===== config.mk =====
export PLATFORM = sky130hd
export DESIGN_NAME = risc_controller
export DESIGN_NICKNAME = d
export VERILOG_FILES = /design/src/rtl/risc_controller.sv
export SDC_FILE = /design/constraint.sdc
export NUM_CORES = 1
export LEC_CHECK = 0
export BUFFER_PORTS_ARGS = -buffer_cell sky130_fd_sc_hd__buf_2
export CORE_AREA = 5 5 42 44
export DETAILED_ROUTE_END_ITERATION = 12
export DIE_AREA = 0 0 47 49
export GPL_TIMING_DRIVEN = 0
export PLACE_DENSITY = 0.73
export REMOVE_ABC_BUFFERS = 1
export SYNTH_ARGS = -nofsm -noshare
export SYNTH_HDL_FRONTEND = slang
export SYNTH_SLANG_ARGS = --single-unit
export TNS_END_PERCENT = 1

===== constraint.sdc =====
create_clock -name clk -period 3.8 [get_ports clk]
set_clock_uncertainty 0.15 [all_clocks]
set_input_delay 0.38 -clock clk [delete_from_list [all_inputs] [get_ports clk]]
set_output_delay 0.38 -clock clk [all_outputs]
set_load 0.01 [all_outputs]

===== src/rtl/risc_controller.sv =====
// Eight-phase instruction sequencer for a small accumulator RISC, with optional fetch wait states.
// Optional single-step hold after STORE is enabled by defining RISC_CTRL_STEP_EN (adds the step input).
module risc_controller #(
    parameter int MEM_WAIT = 0
) (
    input  logic       clk,
    input  logic       rst,
`ifdef RISC_CTRL_STEP_EN
    input  logic       step,
`endif
    input  logic [2:0] opcode,
    input  logic       zero,
    output logic       sel,
    output logic       rd,
    output logic       wr,
    output logic       ld_ir,
    output logic       ld_ac,
    output logic       ld_pc,
    output logic       inc_pc,
    output logic       data_e,
    output logic       halt,
    output logic [2:0] phase
);

    typedef enum logic [2:0] {
        INST_ADDR  = 3'd0,
        INST_FETCH = 3'd1,
        INST_LOAD  = 3'd2,
        IDLE       = 3'd3,
        OP_ADDR    = 3'd4,
        OP_FETCH   = 3'd5,
        ALU_OP     = 3'd6,
        STORE      = 3'd7
    } phase_t;

    localparam logic [2:0] OP_HLT = 3'd0;
    localparam logic [2:0] OP_SKZ = 3'd1;
    localparam logic [2:0] OP_STO = 3'd6;
    localparam logic [2:0] OP_JMP = 3'd7;

    // Wait counts beyond 3 are not meaningful for the memory, so they saturate.
    localparam int         WAIT_CLAMP = (MEM_WAIT > 3) ? 3 : MEM_WAIT;
    localparam logic [1:0] WAIT_MAX   = WAIT_CLAMP[1:0];

    phase_t     r_phase;
    logic       r_halt;
    logic [1:0] r_wait;
    phase_t     w_phase_nxt;
    logic       w_halt_nxt;
    logic [1:0] w_wait_nxt;
    logic       w_aluop;
`ifdef RISC_CTRL_STEP_EN
    logic       r_hold;
    logic       w_hold_nxt;
`endif

    always_ff @(posedge clk or negedge rst) begin
        if (!rst) begin
            r_phase <= INST_ADDR;
            r_halt  <= 1'b0;
            r_wait  <= 2'd0;
`ifdef RISC_CTRL_STEP_EN
            r_hold  <= 1'b0;
`endif
        end else begin
            r_phase <= w_phase_nxt;
            r_halt  <= w_halt_nxt;
            r_wait  <= w_wait_nxt;
`ifdef RISC_CTRL_STEP_EN
            r_hold  <= w_hold_nxt;
`endif
        end
    end

    always_comb begin
        w_phase_nxt = r_phase;
        w_halt_nxt  = r_halt;
        w_wait_nxt  = r_wait;
`ifdef RISC_CTRL_STEP_EN
        w_hold_nxt  = r_hold;
`endif
        if (!r_halt) begin
            case (r_phase)
                INST_ADDR: begin
`ifdef RISC_CTRL_STEP_EN
                    // The hold only applies after a completed instruction, not after reset.
                    if (!r_hold || step) begin
                        w_phase_nxt = INST_FETCH;
                        w_hold_nxt  = 1'b0;
                    end
`else
                    w_phase_nxt = INST_FETCH;
`endif
                end
                INST_FETCH, OP_FETCH: begin
                    if (r_wait != WAIT_MAX) begin
                        w_wait_nxt = r_wait + 2'd1;
                    end else begin
                        w_wait_nxt  = 2'd0;
                        w_phase_nxt = phase_t'(r_phase + 3'd1);
                    end
                end
                OP_ADDR: begin
                    if (opcode == OP_HLT) begin
                        w_halt_nxt = 1'b1;
                    end else begin
                        w_phase_nxt = OP_FETCH;
                    end
                end
                STORE: begin
                    w_phase_nxt = INST_ADDR;
`ifdef RISC_CTRL_STEP_EN
                    w_hold_nxt  = 1'b1;
`endif
                end
                default: w_phase_nxt = phase_t'(r_phase + 3'd1);
            endcase
        end
    end

    assign w_aluop = (opcode >= 3'd2) && (opcode <= 3'd5);

    // Outputs are gated by rst directly so they drop the moment reset asserts.
    always_comb begin
        sel    = 1'b0;
        rd     = 1'b0;
        wr     = 1'b0;
        ld_ir  = 1'b0;
        ld_ac  = 1'b0;
        ld_pc  = 1'b0;
        inc_pc = 1'b0;
        data_e = 1'b0;
        halt   = 1'b0;
        if (!rst) begin
            halt = 1'b0;
        end else if (r_halt) begin
            halt = 1'b1;
        end else begin
            case (r_phase)
                INST_ADDR: sel = 1'b1;
                INST_FETCH: begin
                    sel = 1'b1;
                    rd  = 1'b1;
                end
                INST_LOAD, IDLE: begin
                    sel   = 1'b1;
                    rd    = 1'b1;
                    ld_ir = 1'b1;
                end
                OP_ADDR: begin
                    inc_pc = 1'b1;
                    halt   = (opcode == OP_HLT);
                end
                OP_FETCH: rd = w_aluop;
                ALU_OP: begin
                    rd     = w_aluop;
                    inc_pc = (opcode == OP_SKZ) && zero;
                    ld_pc  = (opcode == OP_JMP);
                    data_e = (opcode == OP_STO);
                end
                STORE: begin
                    rd     = w_aluop;
                    ld_ac  = w_aluop;
                    ld_pc  = (opcode == OP_JMP);
                    data_e = (opcode == OP_STO);
                    wr     = (opcode == OP_STO);
                end
                default: sel = 1'b0;
            endcase
        end
    end

    assign phase = r_phase;

endmodule


== Word-level counts from Yosys, hierarchy flattened ==
Index checks and enable logic that the tools add are counted.

* Output and inout bits: 12
* Register bits after elaboration: 6
* Logic and storage cells: 67

* Magnitude comparators: 2
* Add/subtract/negate cells: 2
* Multiplexer cells: 34
* Reductions and logical operators: 13
* Bitwise logic cells: 1
* Equal/unequal tests: 12

{| class="wikitable"
|+ Operators by type and width
! operator !! count
|-
| 1-bit 2-to-1 mux || 28
|-
| 3-bit equality test, second input constant || 6
|-
| 3-bit one-hot mux with 4 select lines || 1
|-
| 3-bit by 1-bit equality test with 1-bit output, second input constant || 2
|-
| 3-bit by 2-bit equality test with 1-bit output, second input constant || 2
|-
| 3-bit logical NOT || 2
|-
| 3-bit 2-to-1 mux || 2
|-
| 2-bit OR reduction || 3
|-
| 3-bit OR reduction || 2
|-
| 2-bit inequality test, second input constant || 2
|-
| 1-bit one-hot mux with 2 select lines || 2
|-
| 4-bit OR reduction || 1
|-
| 3-bit by 1-bit adder with 3-bit output, second input constant || 1
|-
| 3-bit by 2-bit >= comparator with 1-bit output, second input constant || 1
|-
| 3-bit less-or-equal comparator, second input constant || 1
|-
| 3-bit AND reduction || 1
|-
| 2-bit by 1-bit adder with 2-bit output, second input constant || 1
|-
| 1-bit logical AND || 2
|-
| 2-bit 2-to-1 mux || 1
|-
| 2-bit AND reduction || 1
|-
| 2-bit nonzero test || 1
|-
| 1-bit inverter || 1
|}

== Longest topological paths before layout ==
* Depth after elaboration: 5
* Depth in mapped cells: 5
* Mapped depth without buffers: 5

== Worst setup path after synthesis ==
No wires, ideal clock.

* Path type: flip-flop to output port
* Start point: reg r_phase[0], in the netlist phase[0]
* End point: out halt
* Path buffers: 0
* Data arrival time: 1.350 ns
* Required time: 3.270 ns
* Cell stages (with the launch flop): 6
* Slack: 1.920 ns
* Cells stage by stage: dfrtp_1 inv_1 ha_1 nor4b_4 and2_2 o21a_1

* Longest elaborated chain between the ends: 4

{| class="wikitable"
|+ Ends and longest elaborated chain
! item !! line !! RTL
|-
| start, declared || 45 || <nowiki>phase_t r_phase;</nowiki>
|-
| start signal, assigned || 66 || <nowiki>r_phase <= w_phase_nxt;</nowiki>
|-
| 3-bit equality test || 139 || <nowiki>case (r_phase)</nowiki>
|-
| 1-bit 2-to-1 mux || 139 ||
|-
| 1-bit 2-to-1 mux || 136 || <nowiki>end else if (r_halt) begin</nowiki>
|-
| 1-bit 2-to-1 mux || 134 || <nowiki>if (!rst) begin</nowiki>
|-
| end, declared || 21 || <nowiki>output logic halt,</nowiki>
|}

No other way between the ends.

== Worst setup path in the final report ==
Ends and elaborated chain as after synthesis.

==> impl_metrics.py <==
metrics = {
    "run_status": {
        "status": "finished, final reports clean",
    },
    "floorplan": {
        "core_mm2": 0.00140,
        "dieArea_mm2": 0.00230,
        "die_h_um": 49,
        "die_w_um": 47,
        "start_util_pct": 39.6,
        "rows": 14,
        "ios": 18,
    },
    "synth": {
        "netlist_area_um2": 556,
        "ys_ff_latch": 6,
        "syn_inst": 58,
        "synth_area_leader_cell": "dfrtp_1",
        "synthDistinctLibCells": 25,
        "synth_top_area_share_pct": 27.0,
        "yosysWarnings": 0,
        "synth-seq-area-share_pct": 27.0,
        "syn_avg_cell_area_um2": 9.58,
        "yosys-top-cells-area": "dfrtp_1 27%, ha_1 20%, nor4b_4 4.3%, a21oi_1 3.6%, mux2i_1 3.6%",
    },
    "setup_path": {
        "worstSetupStartpointType": "flop",
        "worst-r2r-setup-slack_ns": 1.93,
        "critPathMaxFanout": 6,
        "worstSetupPathType": "flop to primary output",
        "crit_arrival_ns": 1.78,
        "critPathCaptureType": "primary output",
        "cp.required_ns": 3.27,
    },
    "power": {
        "p_leak_nw": 0.350,
        "vdd_drop_max_uv": 257,
        "seqPwrFrac_pct": 26.4,
        "clockPowerShare_pct": 13.1,
        "power.switching_w": 0.000209,
        "powerDensity_mw_per_mm2": 685,
        "pwr-share-comb_pct": 60.5,
        "internal-power_w": 0.000265,
        "p_sw_share_pct": 44.1,
    },
    "clock_network": {
        "insertion_delay_ns": 0.25,
        "cts_buffers": 3,
        "cts_root_buf": "clkbuf_4",
        "clk_pin_slew_ns": 0.05,
        "cts_setup_buffers": 0,
        "clock_path_buffers": 2,
        "cts_tree": "built",
        "postCtsResizedCells": 0,
        "cts.htree.levels": 1,
        "clock_sinks": 6,
    },
    "sta": {
        "setup_tns_ns": 0,
        "rsz0062_at_grt": "no",
        "period_minus_slack_ns": 2.31,
        "setup_viol": 0,
        "hold_viol": 0,
        "max_freq_mhz": 432,
        "fin_crit_sh_pct": 60.9,
        "slew_violations": 0,
        "relSlewSlack_pct": 81.4,
        "tightest_slew_ns": 0.278,
    },
    "grt": {
        "grt_max_degree": 11,
        "first_global_vias": 466,
        "grt_overflow_total": 0,
        "grt_util_all_layers_pct": 11.2,
        "grt_pass1_wl_mm": 1.93,
        "antenna_found_initial": 0,
    },
    "routing": {
        "avgRoutedWirePerCell_um": 12.7,
        "wirelength_mm": 1.20,
        "num_vias": 478,
        "dr.pass1.iters": 2,
        "drt-vias-per-instance": 5.03,
        "drc_errors": 0,
        "drt_iter0_markers": 7,
        "drtAntennaViolNets": 0,
    },
    "min_path": {
        "hold_path_class": "input pin to async pin",
    },
    "cells_and_area": {
        "antenna_cells": 0,
        "drive_gt1_share_pct": 34.2,
        "area_growth_pct": 24.8,
        "nNetsFinal": 96,
        "finalNonFillerCells": 95,
    },
    "placement": {
        "io_buffers": 17,
        "dp_cells": 91,
        "place_congestion": 0.706,
        "hpwl_um": 948,
    },
    "run": {
        "maxCapViolations": 0,
    },
}
[critical path, stage by stage (launching register included)]
cell and delay, ns:
dfrtp_1 0.41, inv_1 0.15, ha_1 0.31, nor4b_4 0.27
and2_2 0.19, o21a_1 0.10, buf_2 0.12
[final cells by class]
class	instances	area [µm²]
Fill cell	147	708
Multi-Input combinational cell	47	387
Sequential cell	6	150
Timing Repair Buffer	18	95.1
Clock buffer	3	22.5
Tap cell	16	20.0
Inverter	5	18.8
[cell usage in the layout, fill, tap and decap left out, drive strengths merged]
| master | instances |
|---|---|
| or2 | 3 |
| nor2 | 3 |
| ha | 9 |
| clkbuf | 3 |
| nor3b | 2 |
| a21oi | 4 |
| nor3 | 2 |
| nor2b | 2 |
| dfrtp | 6 |
| nand4b | 1 |
| a41oi | 1 |
| o21ai | 3 |
| o21a | 2 |
| and4b | 1 |
| mux2i | 2 |
| o31ai | 1 |
| and2 | 1 |
| mux2 | 1 |
| buf | 17 |
| nand2b | 1 |
| nor4b | 1 |
| nand2 | 3 |
| inv | 5 |
| o41ai | 1 |
| dlygate4sd3 | 1 |
| a211oi | 2 |
| xor2 | 1 |
[logic make-up after synthesis]
logic type               after synthesis  synth area share [%]
AO/OA/AOI/OAI                         14                  17.1
XOR/XNOR                               1                  1.58
adder cells (fa/ha/maj)                9                  20.3
buffers and inverters                  5                  3.38
flip-flops                             6                  27.0
multiplexers                           3                  6.31
AND/OR/NAND/NOR                       20                  24.3
[metal layers]
metal	GRT usage, %	vias to the layer above	wire length [µm]
met5	0	-	0
met4	6.91	0	16
met3	1.48	2	74
met2	18.1	14	561
met1	13.2	208	552
li1	-	254	-
[power groups by stage]
stage          Clock (W)  Combinational (W)  Sequential (W)
2_1_floorplan          0           0.000204        0.000124
6_report       0.0000620           0.000287        0.000125
3_3_place_gp           0           0.000283        0.000126
3_5_place_dp           0           0.000291        0.000125
4_1_cts        0.0000638           0.000294        0.000126
5_1_grt        0.0000697           0.000323        0.000129
[worst paths after layout]
check / start / to / cells past startpoint
worst max-delay path: phase[0]$_DFFE_PN0P_ / halt / 6
min in group clk: r_wait[0]$_DFFE_PN0P_ / r_wait[0]$_DFFE_PN0P_ / 2
max in group asynchronous: rst / r_wait[1]$_DFFE_PN0P_ / 2
worst min-delay path: rst / phase[2]$_DFFE_PN0P_ / 2
worst max register to register: phase[0]$_DFFE_PN0P_ / phase[1]$_DFFE_PN0P_ / 5
worst min register to register: r_wait[0]$_DFFE_PN0P_ / r_wait[0]$_DFFE_PN0P_ / 2
[synthesized netlist by cell type]
library cell  instances
and2_2                1
or2_2                 3
nor2b_1               2
nand2_1               3
xor2_1                1
a211oi_2              1
mux2_4                1
nor2_1                3
a21oi_1               4
nor4b_4               1
o21a_1                2
a41oi_1               1
and4b_1               1
nand2b_1              1
a211oi_1              1
ha_1                  9
o31ai_1               1
nand4b_1              1
nor3_1                2
dfrtp_1               6
inv_1                 5
o21ai_0               3
o41ai_1               1
mux2i_1               2
nor3b_1               2
[sequential cells by signal, summed over array words and instances, names as in the netlist]
register and count:
r_halt 1, phase 3, r_wait 2
[timing repair]
item | in CTS | in global routing
hold buffers | 1 | 0
setup endpoints to repair | 0 | 0
endpoints found under the hold margin | 6 | 0
[through the flow]
step / hold WS (ns) / util, % / setup slack (ns) / area, µm² / power (W)
4_1_cts: 0.352 / 49.5 / 1.46 / 693 / 0.000483
3_3_place_gp: 0.0818 / 47.1 / 1.74 / 661 / 0.000409
3_5_place_dp: 0.0842 / 47.1 / 1.75 / 661 / 0.000416
6_report: 0.354 / 49.5 / 1.49 / 693 / 0.000474
2_1_floorplan: -0.0656 / - / 1.92 / 556 / 0.000328
5_1_grt: 0.382 / 49.5 / 1.34 / 693 / 0.000522
(Power assumes the default switching activity.)
